File: src/rtl/qos_arbiter.sv
// qos_arbiter: weighted round-robin drain of four source FIFOs into one sink.
// Optional macro QOS_AF_PRIORITY_EN lets almost-full sources jump the queue.
module qos_arbiter #(
  parameter int WIDTH = 4,
  parameter int W0    = 4,
  parameter int W1    = 2,
  parameter int W2    = 1,
  parameter int W3    = 1
) (
  input  logic               CLOCK,
  input  logic               RESET,
  input  logic [3:0]         EMPTY,
  input  logic [3:0]         ALMOST_FULL,
  input  logic [4*WIDTH-1:0] DATO_IN,
  input  logic               OUT_FULL,
  output logic [3:0]         POP,
  output logic               PUSH_OUT,
  output logic [WIDTH-1:0]   DATO_OUT,
  output logic [1:0]         GRANT,
  output logic               ACTIVE
);

  typedef enum logic [1:0] {
    IDLE   = 2'd0,
    POP_ST = 2'd1,
    CAPT   = 2'd2
  } state_t;

  // A zero weight would starve a channel, so it is promoted to one.
  localparam logic [3:0] WT0 = (W0 < 1) ? 4'd1 : 4'(W0);
  localparam logic [3:0] WT1 = (W1 < 1) ? 4'd1 : 4'(W1);
  localparam logic [3:0] WT2 = (W2 < 1) ? 4'd1 : 4'(W2);
  localparam logic [3:0] WT3 = (W3 < 1) ? 4'd1 : 4'(W3);

  state_t state;
  state_t state_nx;

  logic [1:0]       ptr;
  logic [3:0]       cred;
  logic [1:0]       ptr_nx;
  logic [3:0]       cred_nx;
  logic [1:0]       sel;
  logic [3:0]       elig;
  logic             go;
  logic [1:0]       cand;
  logic [1:0]       rr_sel;
  logic             rr_found;
  logic [WIDTH-1:0] capt;

  function automatic logic [3:0] wt_of(input logic [1:0] c);
    logic [3:0] w;
    unique case (c)
      2'd0:    w = WT0;
      2'd1:    w = WT1;
      2'd2:    w = WT2;
      default: w = WT3;
    endcase
    return w;
  endfunction

  assign elig = ~EMPTY;
  assign go   = (state == IDLE) && (|elig) && !OUT_FULL;

  // First eligible channel after the pointer, the pointer itself last.
  always_comb begin
    rr_found = 1'b0;
    rr_sel   = ptr;
    cand     = ptr;
    for (int k = 1; k <= 4; k++) begin
      cand = ptr + 2'(k);
      if (!rr_found && elig[cand]) begin
        rr_found = 1'b1;
        rr_sel   = cand;
      end
    end
  end

`ifdef QOS_AF_PRIORITY_EN
  logic [3:0] af_hit;
  logic [1:0] af_sel;

  assign af_hit = elig & ALMOST_FULL;

  // Lowest-index eligible almost-full channel.
  always_comb begin
    af_sel = 2'd0;
    for (int i = 3; i >= 0; i--) begin
      if (af_hit[i]) af_sel = 2'(i);
    end
  end
`else
  logic unused_af;
  assign unused_af = ^ALMOST_FULL;
`endif

  // Pick the next channel and the pointer/credit it leaves behind.
  always_comb begin
    sel     = ptr;
    ptr_nx  = ptr;
    cred_nx = cred;
    if (elig[ptr] && (cred != 4'd0)) begin
      sel     = ptr;
      cred_nx = cred - 4'd1;
    end else begin
      sel     = rr_sel;
      ptr_nx  = rr_sel;
      cred_nx = wt_of(rr_sel) - 4'd1;
    end
`ifdef QOS_AF_PRIORITY_EN
    if (|af_hit) begin
      sel     = af_sel;
      ptr_nx  = ptr;
      cred_nx = cred;
    end
`endif
  end

  // Read-data mux for the granted channel.
  always_comb begin
    capt = '0;
    for (int i = 0; i < 4; i++) begin
      if (GRANT == 2'(i)) capt = DATO_IN[i*WIDTH +: WIDTH];
    end
  end

  // Transfer sequencing: pop, wait for read data, push.
  always_comb begin
    state_nx = state;
    unique case (state)
      IDLE:    if (go) state_nx = POP_ST;
      POP_ST:  state_nx = CAPT;
      CAPT:    state_nx = IDLE;
      default: state_nx = IDLE;
    endcase
  end

  // State register.
  always_ff @(posedge CLOCK or posedge RESET) begin
    if (RESET) state <= IDLE;
    else       state <= state_nx;
  end

  // Registered strobes, data and arbitration state.
  always_ff @(posedge CLOCK or posedge RESET) begin
    if (RESET) begin
      POP      <= 4'd0;
      PUSH_OUT <= 1'b0;
      DATO_OUT <= '0;
      GRANT    <= 2'd0;
      ACTIVE   <= 1'b0;
      ptr      <= 2'd3;
      cred     <= 4'd0;
    end else begin
      POP      <= 4'd0;
      PUSH_OUT <= 1'b0;
      unique case (state)
        IDLE: begin
          if (go) begin
            POP    <= 4'b0001 << sel;
            GRANT  <= sel;
            ACTIVE <= 1'b1;
            ptr    <= ptr_nx;
            cred   <= cred_nx;
          end
        end
        POP_ST: begin
        end
        CAPT: begin
          DATO_OUT <= capt;
          PUSH_OUT <= 1'b1;
          ACTIVE   <= 1'b0;
        end
        default: begin
        end
      endcase
    end
  end

endmodule
File: config.mk
export PLATFORM = sky130hd
export DESIGN_NAME = qos_arbiter
export DESIGN_NICKNAME = d
export VERILOG_FILES = /design/src/rtl/qos_arbiter.sv
export SDC_FILE = /design/constraint.sdc
export NUM_CORES = 1
export LEC_CHECK = 0
export CAP_MARGIN = 20
export CORE_MARGIN = 2
export CORE_UTILIZATION = 40
export CTS_CLUSTER_SIZE = 20
export DETAILED_ROUTE_END_ITERATION = 10
export GPL_TIMING_DRIVEN = 0
export HOLD_SLACK_MARGIN = 0.1
export PLACE_DENSITY = 0.74
export SLEW_MARGIN = 20
export SYNTH_ARGS = -nofsm -noshare
export SYNTH_HDL_FRONTEND = slang
export SYNTH_SLANG_ARGS = --single-unit
export TNS_END_PERCENT = 50
File: constraint.sdc
create_clock -name CLOCK -period 2.4 [get_ports CLOCK]
set_input_delay 0.24 -clock CLOCK [delete_from_list [all_inputs] [get_ports CLOCK]]
set_output_delay 0.24 -clock CLOCK [all_outputs]
set_load 0.02 [all_outputs]
---- After elaboration in Yosys (flattened, before gate mapping) ----
Index checks and enable logic that the tools add are counted.
operators by class
  bitwise gates (word level) .............. 1
  mux-type cells .......................... 30
  add/sub/neg operators ................... 5
  shift operators ......................... 1
  multipliers ............................. 0
  order comparisons ....................... 4
  equality and inequality tests ........... 7
  div/mod/pow operators ................... 0
  reductions and logical operators ........ 18
operators with widths
  cell                                                        number
  2-to-1 mux 4 bit                                            8
  less-than comparator 2 x 3 -> 1 bit, second input constant  4
  2-to-1 mux 2 bit                                            6
  2-to-1 mux 1 bit                                            9
  binary-select mux 1 bit (select 2 bit)                      4
  subtractor 4 x 1 -> 4 bit, second input constant            2
  equality test 2 x 1 -> 1 bit, second input constant         3
  equality test 2 bit, second input constant                  3
  logical AND 1 bit                                           6
  zero test 2 bit                                             3
  one-hot mux 3 bit (2 select lines)                          1
  adder 2 bit, second input constant                          2
  zero test 1 bit                                             4
  NOT 4 bit                                                   1
  one-hot mux 2 bit (2 select lines)                          1
  AND reduction 2 bit                                         2
  nonzero test 4 bit                                          1
  OR reduction 4 bit                                          1
  << shifter 1 x 2 -> 4 bit, first input constant             1
  adder 2 x 1 -> 2 bit, second input constant                 1
  != test 2 bit, second input constant                        1
  one-hot mux 1 bit (2 select lines)                          1
  nonzero test 2 bit                                          1
word-level totals
  output and inout bits ................... 12
  RAM bits ................................ 0
  memories ................................ 0
  bits in registers ....................... 20
  input bits .............................. 27
  latch bits .............................. 0
  ROM bits ................................ 0
  word-level logic and storage cells ...... 74

---- Depth between registers and ports, before layout ----
Gate-level depths: netlist (run 1).
  depth after elaboration ................. 18
  mapped depth ............................ 9
  depth with buffers taken out ............ 8

---- Worst setup path after synthesis (run 1) ----
Ideal clock, no wire load.
  kind .................................... reg-to-reg
  start point ............................. register ptr[0]
  end point ............................... register cred[2]
  arrival time ............................ 2161 ps
  data required time ...................... 2262 ps
  stages on the path, launching flop included .. 8
  setup time .............................. 138 ps
  path slack .............................. 101 ps
  clock period less this slack ............ 2299 ps
  cell sequence ........................... dfstp_2 -> mux4_2 -> or2_1 -> a32oi_1 -> ha_1 -> o211ai_1 -> a41oi_1 -> o221ai_1
on the way
  word-level cells in the longest chain between the ends .. 18
ends and longest elaborated chain
  item                                                                    RTL line  text
  start: declaration                                                      38        logic [1:0] ptr;
  start signal: assignment                                                162       ptr <= ptr_nx;
  adder 2 x 1 -> 2 bit                                                    70        cand = ptr + 2'(k);
  binary-select mux 1 bit (select 2 bit)                                  71        if (!rr_found && elig[cand]) begin
  2-to-1 mux 1 bit (not written as such)                                  71
  2-to-1 mux 1 bit                                                        71
  zero test 1 bit                                                         71
  logical AND 1 bit                                                       71
  2-to-1 mux 1 bit                                                        71
  zero test 1 bit                                                         71
  [2 not listed]                                                          n/a
  zero test 1 bit                                                         71
  logical AND 1 bit                                                       71
  2-to-1 mux 2 bit                                                        71
  equality test 2 x 1 -> 1 bit / zero test 2 bit (equally long branches)  52        unique case (c)
  one-hot mux 3 bit (2 select lines)                                      52
  2-to-1 mux 4 bit                                                        101       if (elig[ptr] && (cred != 4'd0)) begin
  subtractor 4 x 1 -> 4 bit                                               107       cred_nx = wt_of(rr_sel) - 4'd1;
  2-to-1 mux 4 bit (*)                                                    101
  end signal: assignment                                                  163       cred <= cred_nx;
  end: declaration                                                        39        logic [3:0] cred;
Every way passes the cells marked *; elsewhere a longest branch is shown, timed or not. The select of a mux whose other input is x is not followed.
A chain may end at the register's enable or synchronous reset.

---- Worst setup path in the final report (run 1) ----
Ends and elaborated chain as after synthesis.

==> results of run 1 <==
[flip-flops by register name (all words and copies together) (netlist names)]
name	flops
POP	4
DATO_OUT	4
state	2
GRANT	2
cred	4
PUSH_OUT	1
ptr	2
ACTIVE	1
[routing by layer]
| layer | vias to the layer above | part of all wire, % | global-route usage, % |
|---|---|---|---|
| met5 | - | 0 | 0 |
| met4 | 0 | 0.30 | 1.993 |
| met3 | 2 | 3.8 | 4.911 |
| met2 | 12 | 52 | 28.08 |
| met1 | 483 | 44 | 23.55 |
| li1 | 455 | - | - |
[synth_stat cells, drive strengths merged, types with 3 or more instances]
cell	count
mux2	5
o21ai	6
nor2b	4
buf	4
nor2	6
inv	5
dfrtp	18
o21a	3
mux4	5
nand2	5
nor3	4
nand3	4
[cell usage in the layout, fill, tap and decap left out, drive strengths merged, types with 2 or more instances in the layout]
master	Yosys	layout
dfstp	2	2
o221ai	2	2
o21a	3	3
nor2	6	6
mux2i	2	2
o21ai	6	6
clkbuf	2	5
and2b	2	2
nor2b	4	4
a2bb2oi	2	2
clkdlybuf4s50	0	33
inv	5	5
nor3	4	4
nand4	2	2
nand3	4	4
nand2	5	5
mux4	5	5
buf	4	9
mux2	5	5
dfrtp	18	18
[power groups by stage]
stage | Clock [mW] | Combinational, mW | Sequential, mW
4_1_cts | 0.157 | 1.07 | 0.571
2_1_floorplan | 0 | 0.611 | 0.656
6_report | 0.151 | 1.12 | 0.568
5_1_grt | 0.176 | 1.22 | 0.585
3_5_place_dp | 0 | 1.02 | 0.584
3_3_place_gp | 0 | 0.988 | 0.572
[cells by family after synthesis]
logic type / count (synthesis) / synth area share [%]
and+or+nand+nor: 30 / 16.06
AOI/OAI and AO/OA: 24 / 17.14
DFF: 20 / 43.32
muxes: 12 / 16.27
buffers and inverters: 11 / 6.142
adders and majority gates: 1 / 1.077
[final timing paths]
check                           slack (ns)          end  depth (start not counted)
max in group asynchronous             1.59      cred[1]                          2
worst min register to register        0.46     state[1]                          1
min in group CLOCK                    0.46     state[1]                          1
worst min-delay path                  0.35  DATO_OUT[1]                          2
worst max-delay path                  0.06      cred[2]                          7
worst max register to register        0.06      cred[2]                          7
[area by class of cell]
class | instances | share of cell area (%)
Multi-Input combinational cell | 67 | 37.25
Sequential cell | 20 | 31.46
Timing Repair Buffer | 38 | 23.00
Buffer | 6 | 3.286
Tap cell | 31 | 2.426
Clock buffer | 3 | 1.408
Inverter | 5 | 1.174
[per-stage QoR]
step                setup TNS [ns]  power [mW]  util [%]  hold WS (ns)  setup slack (ns)
finish                           0       1.841     57.99        0.3523           0.05742
global route              -0.06486       1.982     57.99        0.4147          -0.06486
CTS                              0       1.801     57.21        0.3854          0.008534
detailed placement         -0.2985       1.600     55.49        0.4482           -0.2985
global placement           -0.2128       1.559     55.49        0.4320           -0.2128
floorplan                        0       1.267         -        0.2023            0.1015
[worst max-delay path: cells and delay by family, from the launching register on]
| kind | cells | cell delay (ns) |
|---|---|---|
| flip-flops | 1 | 0.56 |
| AND/OR/NAND/NOR | 1 | 0.26 |
| adder cells (fa/ha/maj) | 1 | 0.23 |
| AO/OA/AOI/OAI | 4 | 0.62 |
| multiplexers | 1 | 0.56 |
[what timing repair did]
| action | in CTS | in global routing |
|---|---|---|
| resized for setup | 1 | 2 |
| endpoints found under the hold margin | 0 | 0 |
| setup endpoints to repair | 1 | 1 |
| pin swaps | 0 | 4 |
| setup buffers | 3 | 2 |
| gates cloned | 0 | 0 |
==> summary.md, run 1 <==
| Metric | Value |
|---|---|
| Vias per cell | `5.600` |
| Crit-path cells | `mux4_2 > or2_1 > a32oi_1 > ha_2 > o211ai_1 > a41oi_1 > o221ai_1` |
| Cells after Synth | `98` |
| Area Growth Syn to Fin | `37.72%` |
| CP Class | `flip-flop to flip-flop` |
| Synth top area share | `38.79%` |
| Vias in the first global route | `905` |
| Initial antenna violation count | `0` |
| HPWL after DPL | `2018 um` |
| Synth warnings | `0` |
| Fin nets | `169` |
| Die X | `57.88 um` |
| Critical path capture point type | `flip-flop` |
| Post-synth EDFFs | `0` |
| H-Tree Depth | `1` |
| WP data arrival | `2.51 ns` |
| Register Area | `503.0 um2` |
| Switching part of the total | `39.18%` |
| Multi-input logic area | `595.6 um2` |
| Clk pwr share | `8.2%` |
| Fillcell total | `244` |
| Worst EP required | `2.57 ns` |
| Fin. Hold Viols | `0` |
| CP max FO | `4` |
| Post-placement cell count | `162` |
| FP Rows | `19` |
| Final WL | `2662 um` |
| Mapped cell area | `1161 um2` |
| Clock root cell | `clkbuf_4` |
| RR Startpoint | `ptr[0]` |
| First-pass DRT Iterations | `4` |
| Slew margin rel. | `51.56%` |
| Placed cell area | `1530 um2` |
| Crit path from | `ptr[0]` |
| Status | `complete, no violations` |
| Crit-path slowest cell | `dfstp_2` |
| Global-route wire length before repair | `4381 um` |
| Vias | `952` |
| GP Congestion | `0.8002` |
| Post-route DRC violation count | `0` |
| CTS Sinks | `20` |
| Synth area leaders | `dfrtp_1 39%, mux4_2 9.7%, mux2_2 4.8%` |
| Cell taking the most area after synthesis | `dfrtp_1` |
| Worst hold path class | `input pin to asynchronous set/reset pin` |
| # hold bufs at CTS | `0` |
| Initial Utilization | `42.11%` |
| Chip height | `57.88 um` |
| CTS tree | `built` |
| Worst skew pair latency | `0.29 ns` |
| Ratio of cells with drive above 1 in the final layout | `24.46%` |
| Die area | `3350 um2` |
| Total GRT Usage | `17.16%` |
| Core Footprint | `2758 um2` |
| Max_cap viols | `0` |
| Final setup viols | `0` |
| Ys async rst share | `100.0%` |
| Avg Inst Size Synth | `11.85 um2` |
| Worst-margin pin slew | `0.7258 ns` |
| Ports | `39` |
| Pin count of the biggest net entering global routing | `21` |
| Final min period | `2.343 ns` |
| RSZ-0062 raised after global routing | `true` |
| Combinational power share | `60.9%` |
| GRT overflow | `0` |
| Max stage delay on crit path | `0.56 ns` |
| Fin. max-slew vios | `0` |
| Synth unique cells | `37` |
| Antenna Cells | `0` |
| Internal | `1.120 mW` |
| Top_reg_cell synth | `dfrtp_1` |
| Register area share after synthesis | `43.32%` |
| Port buffer count | `33` |
| Clock buffer depth | `2` |
| DRT antenna net count | `0` |
| Fin area | `1599 um2` |
| Flop pwr share | `30.8%` |
| Tcrit/Tclk final | `97.61%` |
| Max Freq | `426.9 MHz` |
| PD cells | `1151 nW/um2` |
| Peak VDD IR | `685.7 uV` |
| NetSw | `0.7211 mW` |
| Avg WL per Cell | `15.66 um` |
| Number of DRC markers in iteration 0 | `10` |
| Skew final | `0.002641 ns` |
| Syn_nets | `126` |
| TritonCTS Buffers | `3` |
| Worst setup SP type | `flip-flop` |
| FF+latch count, synth | `20` |
| Non-filler instance count after layout | `170` |
| Reg clk slew, reported paths | `0.10 ns` |
| Lkg Pwr | `0.6557 nW` |
Note: power is estimated with default switching activity, not from simulation.
==> run 2, diff against run 1 <==
--- a/config.mk
+++ b/config.mk
@@ -5,8 +5,8 @@
 export SDC_FILE = /design/constraint.sdc
 export NUM_CORES = 1
 export LEC_CHECK = 0
+export ABC_CLOCK_PERIOD_IN_PS = 2400
 export CAP_MARGIN = 20
-export CORE_MARGIN = 2
 export CORE_UTILIZATION = 40
 export CTS_CLUSTER_SIZE = 20
 export DETAILED_ROUTE_END_ITERATION = 10
==> run 2 against run 1 <==
Worst hold slack lost 0.0013 ns; non-clock buffer count shrank 1; sequential share of layout area is essentially flat; utilization grew 0.091 points.
==> summary.md, run 2 (synthesis gave the netlist of run 1 again) <==
| Metric | Value |
|---|---|
| Critical path capture point type | `flip-flop` |
| DRT antenna net count | `0` |
| Worst EP required | `2.58 ns` |
| GP Congestion | `0.8004` |
| Area Growth Syn to Fin | `37.93%` |
| Port buffer count | `33` |
| WP data arrival | `2.50 ns` |
| Die area | `3122 um2` |
| CTS Sinks | `20` |
| Initial Utilization | `42.11%` |
| Fillcell total | `239` |
| Max_cap viols | `0` |
| Total GRT Usage | `18.42%` |
| Worst-margin pin slew | `0.7472 ns` |
| Reg clk slew, reported paths | `0.11 ns` |
| Max Freq | `431.1 MHz` |
| Reg2reg end | `cred[2]` |
| Vias per cell | `5.541` |
| Leading cell type in the layout, fill and taps excluded | `clkdlybuf4s50_1` |
| GRT overflow | `0` |
| Clock buffer depth | `2` |
| Vias in the first global route | `938` |
| FP Rows | `19` |
| Fin. max-slew vios | `0` |
| Number of DRC markers in iteration 0 | `17` |
| PD cells | `1164 nW/um2` |
| Initial antenna violation count | `0` |
| Skew final | `0.006833 ns` |
| Chip height | `55.88 um` |
| CTS tree | `built` |
| Final setup viols | `0` |
| Peak VDD IR | `840.3 uV` |
| First-pass DRT Iterations | `4` |
| Post-route DRC violation count | `0` |
| Reg-to-reg slack, setup | `0.08 ns` |
| Pin count of the biggest net entering global routing | `21` |
| Top Registers | `DATO_OUT x4, POP x4, cred x4` |
| RR Startpoint | `ptr[0]` |
| Clock root cell | `clkbuf_4` |
| Crit path from | `ptr[0]` |
| TritonCTS Buffers | `3` |
| Most frequent cells in the layout | `33 x clkdlybuf4s50_1, 18 x dfrtp_1` |
| Slew margin rel. | `50.13%` |
| CP max FO | `4` |
| Core Footprint | `2758 um2` |
| Avg WL per Cell | `15.81 um` |
| Die X | `55.88 um` |
| Worst hold path class | `input pin to asynchronous set/reset pin` |
| Lkg Pwr | `0.6612 nW` |
| HPWL after DPL | `1980 um` |
| Fin. Hold Viols | `0` |
| Tcrit/Tclk final | `96.65%` |
| # hold bufs at CTS | `0` |
| Final setup TNS | `0 ns` |
| Final WL | `2688 um` |
| Worst setup SP type | `flip-flop` |
| Antenna Cells | `0` |
| Global-route wire length before repair | `4464 um` |
| Worst reg2reg path depth | `7` |
| H-Tree Depth | `1` |
| Fin nets | `168` |
| Ratio of cells with drive above 1 in the final layout | `23.74%` |
| Core Util, Final | `58.08%` |
| Status | `complete, no violations` |
| Worst skew pair latency | `0.30 ns` |
| Ports | `39` |
| Final min period | `2.320 ns` |
| CP Class | `flip-flop to flip-flop` |
| Vias | `942` |
run 2: repair_timing:
| item | 4_1_cts | 5_1_grt |
|---|---|---|
| setup endpoints to repair | 1 | 1 |
| pin swaps | 0 | 1 |
| buffers inserted | 2 | 2 |
| gates resized for setup | 1 | 1 |
run 2: per-layer routing:
metal  vias up  routed length (um)  GRT usage, %
li1        449                   -             -
met5         -                   0             0
met2        21                1382         30.64
met4         0                  25         4.181
met1       468                1172         23.33
met3         4                 107         6.279
run 2: worst max-delay path: stages, from the launching register on:
cell and delay [ns]:
dfstp_2 0.56, mux4_2 0.55, or2_1 0.26, a32oi_1 0.21, ha_2 0.21, o211ai_1 0.09, a41oi_1 0.18, o221ai_1 0.14
run 2: worst max-delay path by stage:
stage,to,cells after the start
6_report,cred[2],7
5_1_grt,cred[2],7
4_1_cts,cred[2],7
3_5_place_dp,cred[2],8
3_3_place_gp,cred[2],8
2_1_floorplan,cred[2],7
run 2: cell type report:
cell class              instances  area, um2  share of cell area (%)
clock buffers                   4      36.28                   2.266
inverters                       5      18.77                   1.172
multi-input cells              67      591.8                   36.95
flip-flops and latches         20      503.0                   31.41
plain buffers                   6      52.55                   3.281
well taps                      31      38.79                   2.422
repair buffers                 37      360.3                   22.50
run 2: per-stage QoR:
stage               worst slack, ns  area, um2  total power [mW]  std cells  hold slack (ns)
global route              -0.005556       1602             1.991        170           0.4277
floorplan                    0.1015       1161             1.267         98           0.2023
CTS                      0.00008593       1584             1.833        168           0.3716
global placement            -0.2184       1530             1.559        162           0.4329
detailed placement          -0.2963       1530             1.600        162           0.4436
finish                      0.08046       1602             1.864        170           0.3510
run 2: where the power goes:
group,internal (mW),switching [mW],total (mW)
Sequential,0.468,0.0978,0.566
Clock,0.0926,0.100,0.193
Combinational,0.576,0.529,1.11
==> run 3, diff against run 2 <==
--- a/config.mk
+++ b/config.mk
@@ -12,7 +12,7 @@
 export DETAILED_ROUTE_END_ITERATION = 10
 export GPL_TIMING_DRIVEN = 0
 export HOLD_SLACK_MARGIN = 0.1
-export PLACE_DENSITY = 0.74
+export PLACE_DENSITY = 0.75
 export SLEW_MARGIN = 20
 export SYNTH_ARGS = -nofsm -noshare
 export SYNTH_HDL_FRONTEND = slang
==> run 3 against run 2 <==
Fmax decreased by 1.6%; non-clock buffer count fell by 1; critical path depth stayed put; worst hold slack got worse by 0.019 ns; global-route usage down 0.41 points; final cell count is 0.59% lower; utilization up 0.091 points; routed wire length decreased by 4.3%; via count up 2.5%; combinational power barely moved; clock power is essentially flat; flip-flop and latch count did not move.
==> summary.md, run 3 (synthesis gave the netlist of run 1 again) <==
| Metric | Value |
|---|---|
| Peak VDD IR | `896.8 uV` |
| Status | `complete, no violations` |
| CTS Sinks | `20` |
| Area Growth Syn to Fin | `38.15%` |
| WHS | `0.3323 ns` |
| Final min period | `2.356 ns` |
| Worst hold path class | `input pin to asynchronous set/reset pin` |
| Multi-input logic area | `601.8 um2` |
| Die X | `55.88 um` |
| Fillcell total | `230` |
| Vias | `966` |
| Most frequent cells in the layout | `33 x clkdlybuf4s50_1, 18 x dfrtp_1` |
| Number of DRC markers in iteration 0 | `21` |
| Switching part of the total | `38.84%` |
| CP max FO | `4` |
| Core Footprint | `2758 um2` |
| Max_cap viols | `0` |
| Global-route wire length before repair | `4353 um` |
| Worst EP required | `2.59 ns` |
| Antenna Cells | `0` |
| Worst setup SP type | `flip-flop` |
| Reg clk slew, reported paths | `0.11 ns` |
| Total GRT Usage | `18.01%` |
| Initial Utilization | `42.11%` |
| Fin worst setup slack | `0.04390 ns` |
| Vias in the first global route | `992` |
| Post-route DRC violation count | `0` |
| Skew final | `0.005720 ns` |
| First-pass DRT Iterations | `6` |
| Lkg Pwr | `0.6539 nW` |
| WP data arrival | `2.54 ns` |
| Tcrit/Tclk final | `98.17%` |
| NetSw | `0.7208 mW` |
| Vias per cell | `5.716` |
| RSZ-0062 raised after global routing | `true` |
| Final setup viols | `0` |
| Critical path capture point type | `flip-flop` |
| CP Class | `flip-flop to flip-flop` |
| Combinational power share | `58.8%` |
| Total chip power | `1.856 mW` |
| Final setup TNS | `0 ns` |
| PD cells | `1157 nW/um2` |
| Fin. Hold Viols | `0` |
| Initial antenna violation count | `0` |
| Post-placement cell count | `162` |
| Chip height | `55.88 um` |
| Avg WL per Cell | `15.22 um` |
| TritonCTS Buffers | `3` |
| Fin nets | `167` |
| DRT antenna net count | `0` |
| Die area | `3122 um2` |
| Fin. max-slew vios | `0` |
| # hold bufs at CTS | `0` |
| Clock root cell | `clkbuf_4` |
| Final WL | `2572 um` |
| Pin count of the biggest net entering global routing | `21` |
| Worst skew pair latency | `0.31 ns` |
| Slew margin rel. | `52.59%` |
| GRT overflow | `0` |
| Top Registers | `DATO_OUT x4, POP x4, cred x4` |
| Max Freq | `424.4 MHz` |
| Flop pwr share | `30.7%` |
| Leading cell type in the layout, fill and taps excluded | `clkdlybuf4s50_1` |
| H-Tree Depth | `1` |
| Ports | `39` |
| CTS tree | `built` |
| Ratio of cells with drive above 1 in the final layout | `24.64%` |
| Internal | `1.135 mW` |
| Non-filler instance count after layout | `169` |
| Port buffer count | `33` |
| Clk pwr share | `10.5%` |
| FP Rows | `19` |
| HPWL after DPL | `1913 um` |
| Register Area | `503.0 um2` |
| Worst-margin pin slew | `0.7104 ns` |
| Clock buffer depth | `2` |
| Placement Setup Slack | `-0.2755 ns` |
| GP Congestion | `0.7958` |
run 3: cell count changes in the layout (fill, tap and decap cells not counted):
cell,before,now
a2bb2oi_1,2,1
mux2i_1,2,1
mux2i_2,0,1
buf_4,4,3
a2bb2oi_2,0,1
run 3: what timing repair did:
action / 4_1_cts / 5_1_grt
setup buffers: 2 / 1
resized for setup: 1 / 3
setup endpoints to repair: 1 / 1
pin swaps: 0 / 5
run 3: layer usage:
metal | track usage [%] | vias to the layer above | share of wire [%]
li1 | - | 449 | -
met1 | 21.04 | 502 | 44
met2 | 32.19 | 10 | 53
met3 | 3.953 | 5 | 1.7
met4 | 6.969 | 0 | 1.5
met5 | 0 | - | 0
run 3: cell type report:
type	count	share of cell area [%]
Multi-Input combinational cell	67	37.52
Sequential cell	20	31.36
Timing Repair Buffer	36	22.00
Buffer	6	3.276
Tap cell	31	2.418
Clock buffer	4	2.262
Inverter	5	1.170
run 3: worst paths after layout:
check / end / depth (start not counted) / start / slack (ns)
hold reg to reg: state[1] / 1 / state[1] / 0.46
setup reg to reg: cred[2] / 7 / ptr[0] / 0.04
setup / recovery: cred[2] / 7 / ptr[0] / 0.04
hold / removal: ACTIVE / 2 / RESET / 0.33
max in group asynchronous: POP[1] / 2 / RESET / 1.62
min in group CLOCK: state[1] / 1 / state[1] / 0.46
run 3: power groups by stage:
stage	Sequential [mW]	Combinational, mW	Clock [mW]
after detailed placement	0.583	1.00	0
after global routing	0.585	1.16	0.216
final	0.570	1.09	0.195
after floorplan	0.656	0.611	0
after CTS	0.569	1.04	0.201
after global placement	0.571	0.977	0
run 3: critical path, stage by stage (launching register included):
cell	delay, ns
dfstp_2	0.56
mux4_2	0.55
or2_1	0.25
a32oi_1	0.22
ha_2	0.24
o211ai_1	0.09
a41oi_1	0.19
o221ai_1	0.15
run 3: stage by stage:
step                instance area, um2  util [%]
floorplan                         1161         -
global placement                  1530     55.49
detailed placement                1530     55.49
CTS                               1584     57.44
global route                      1604     58.17
finish                            1604     58.17
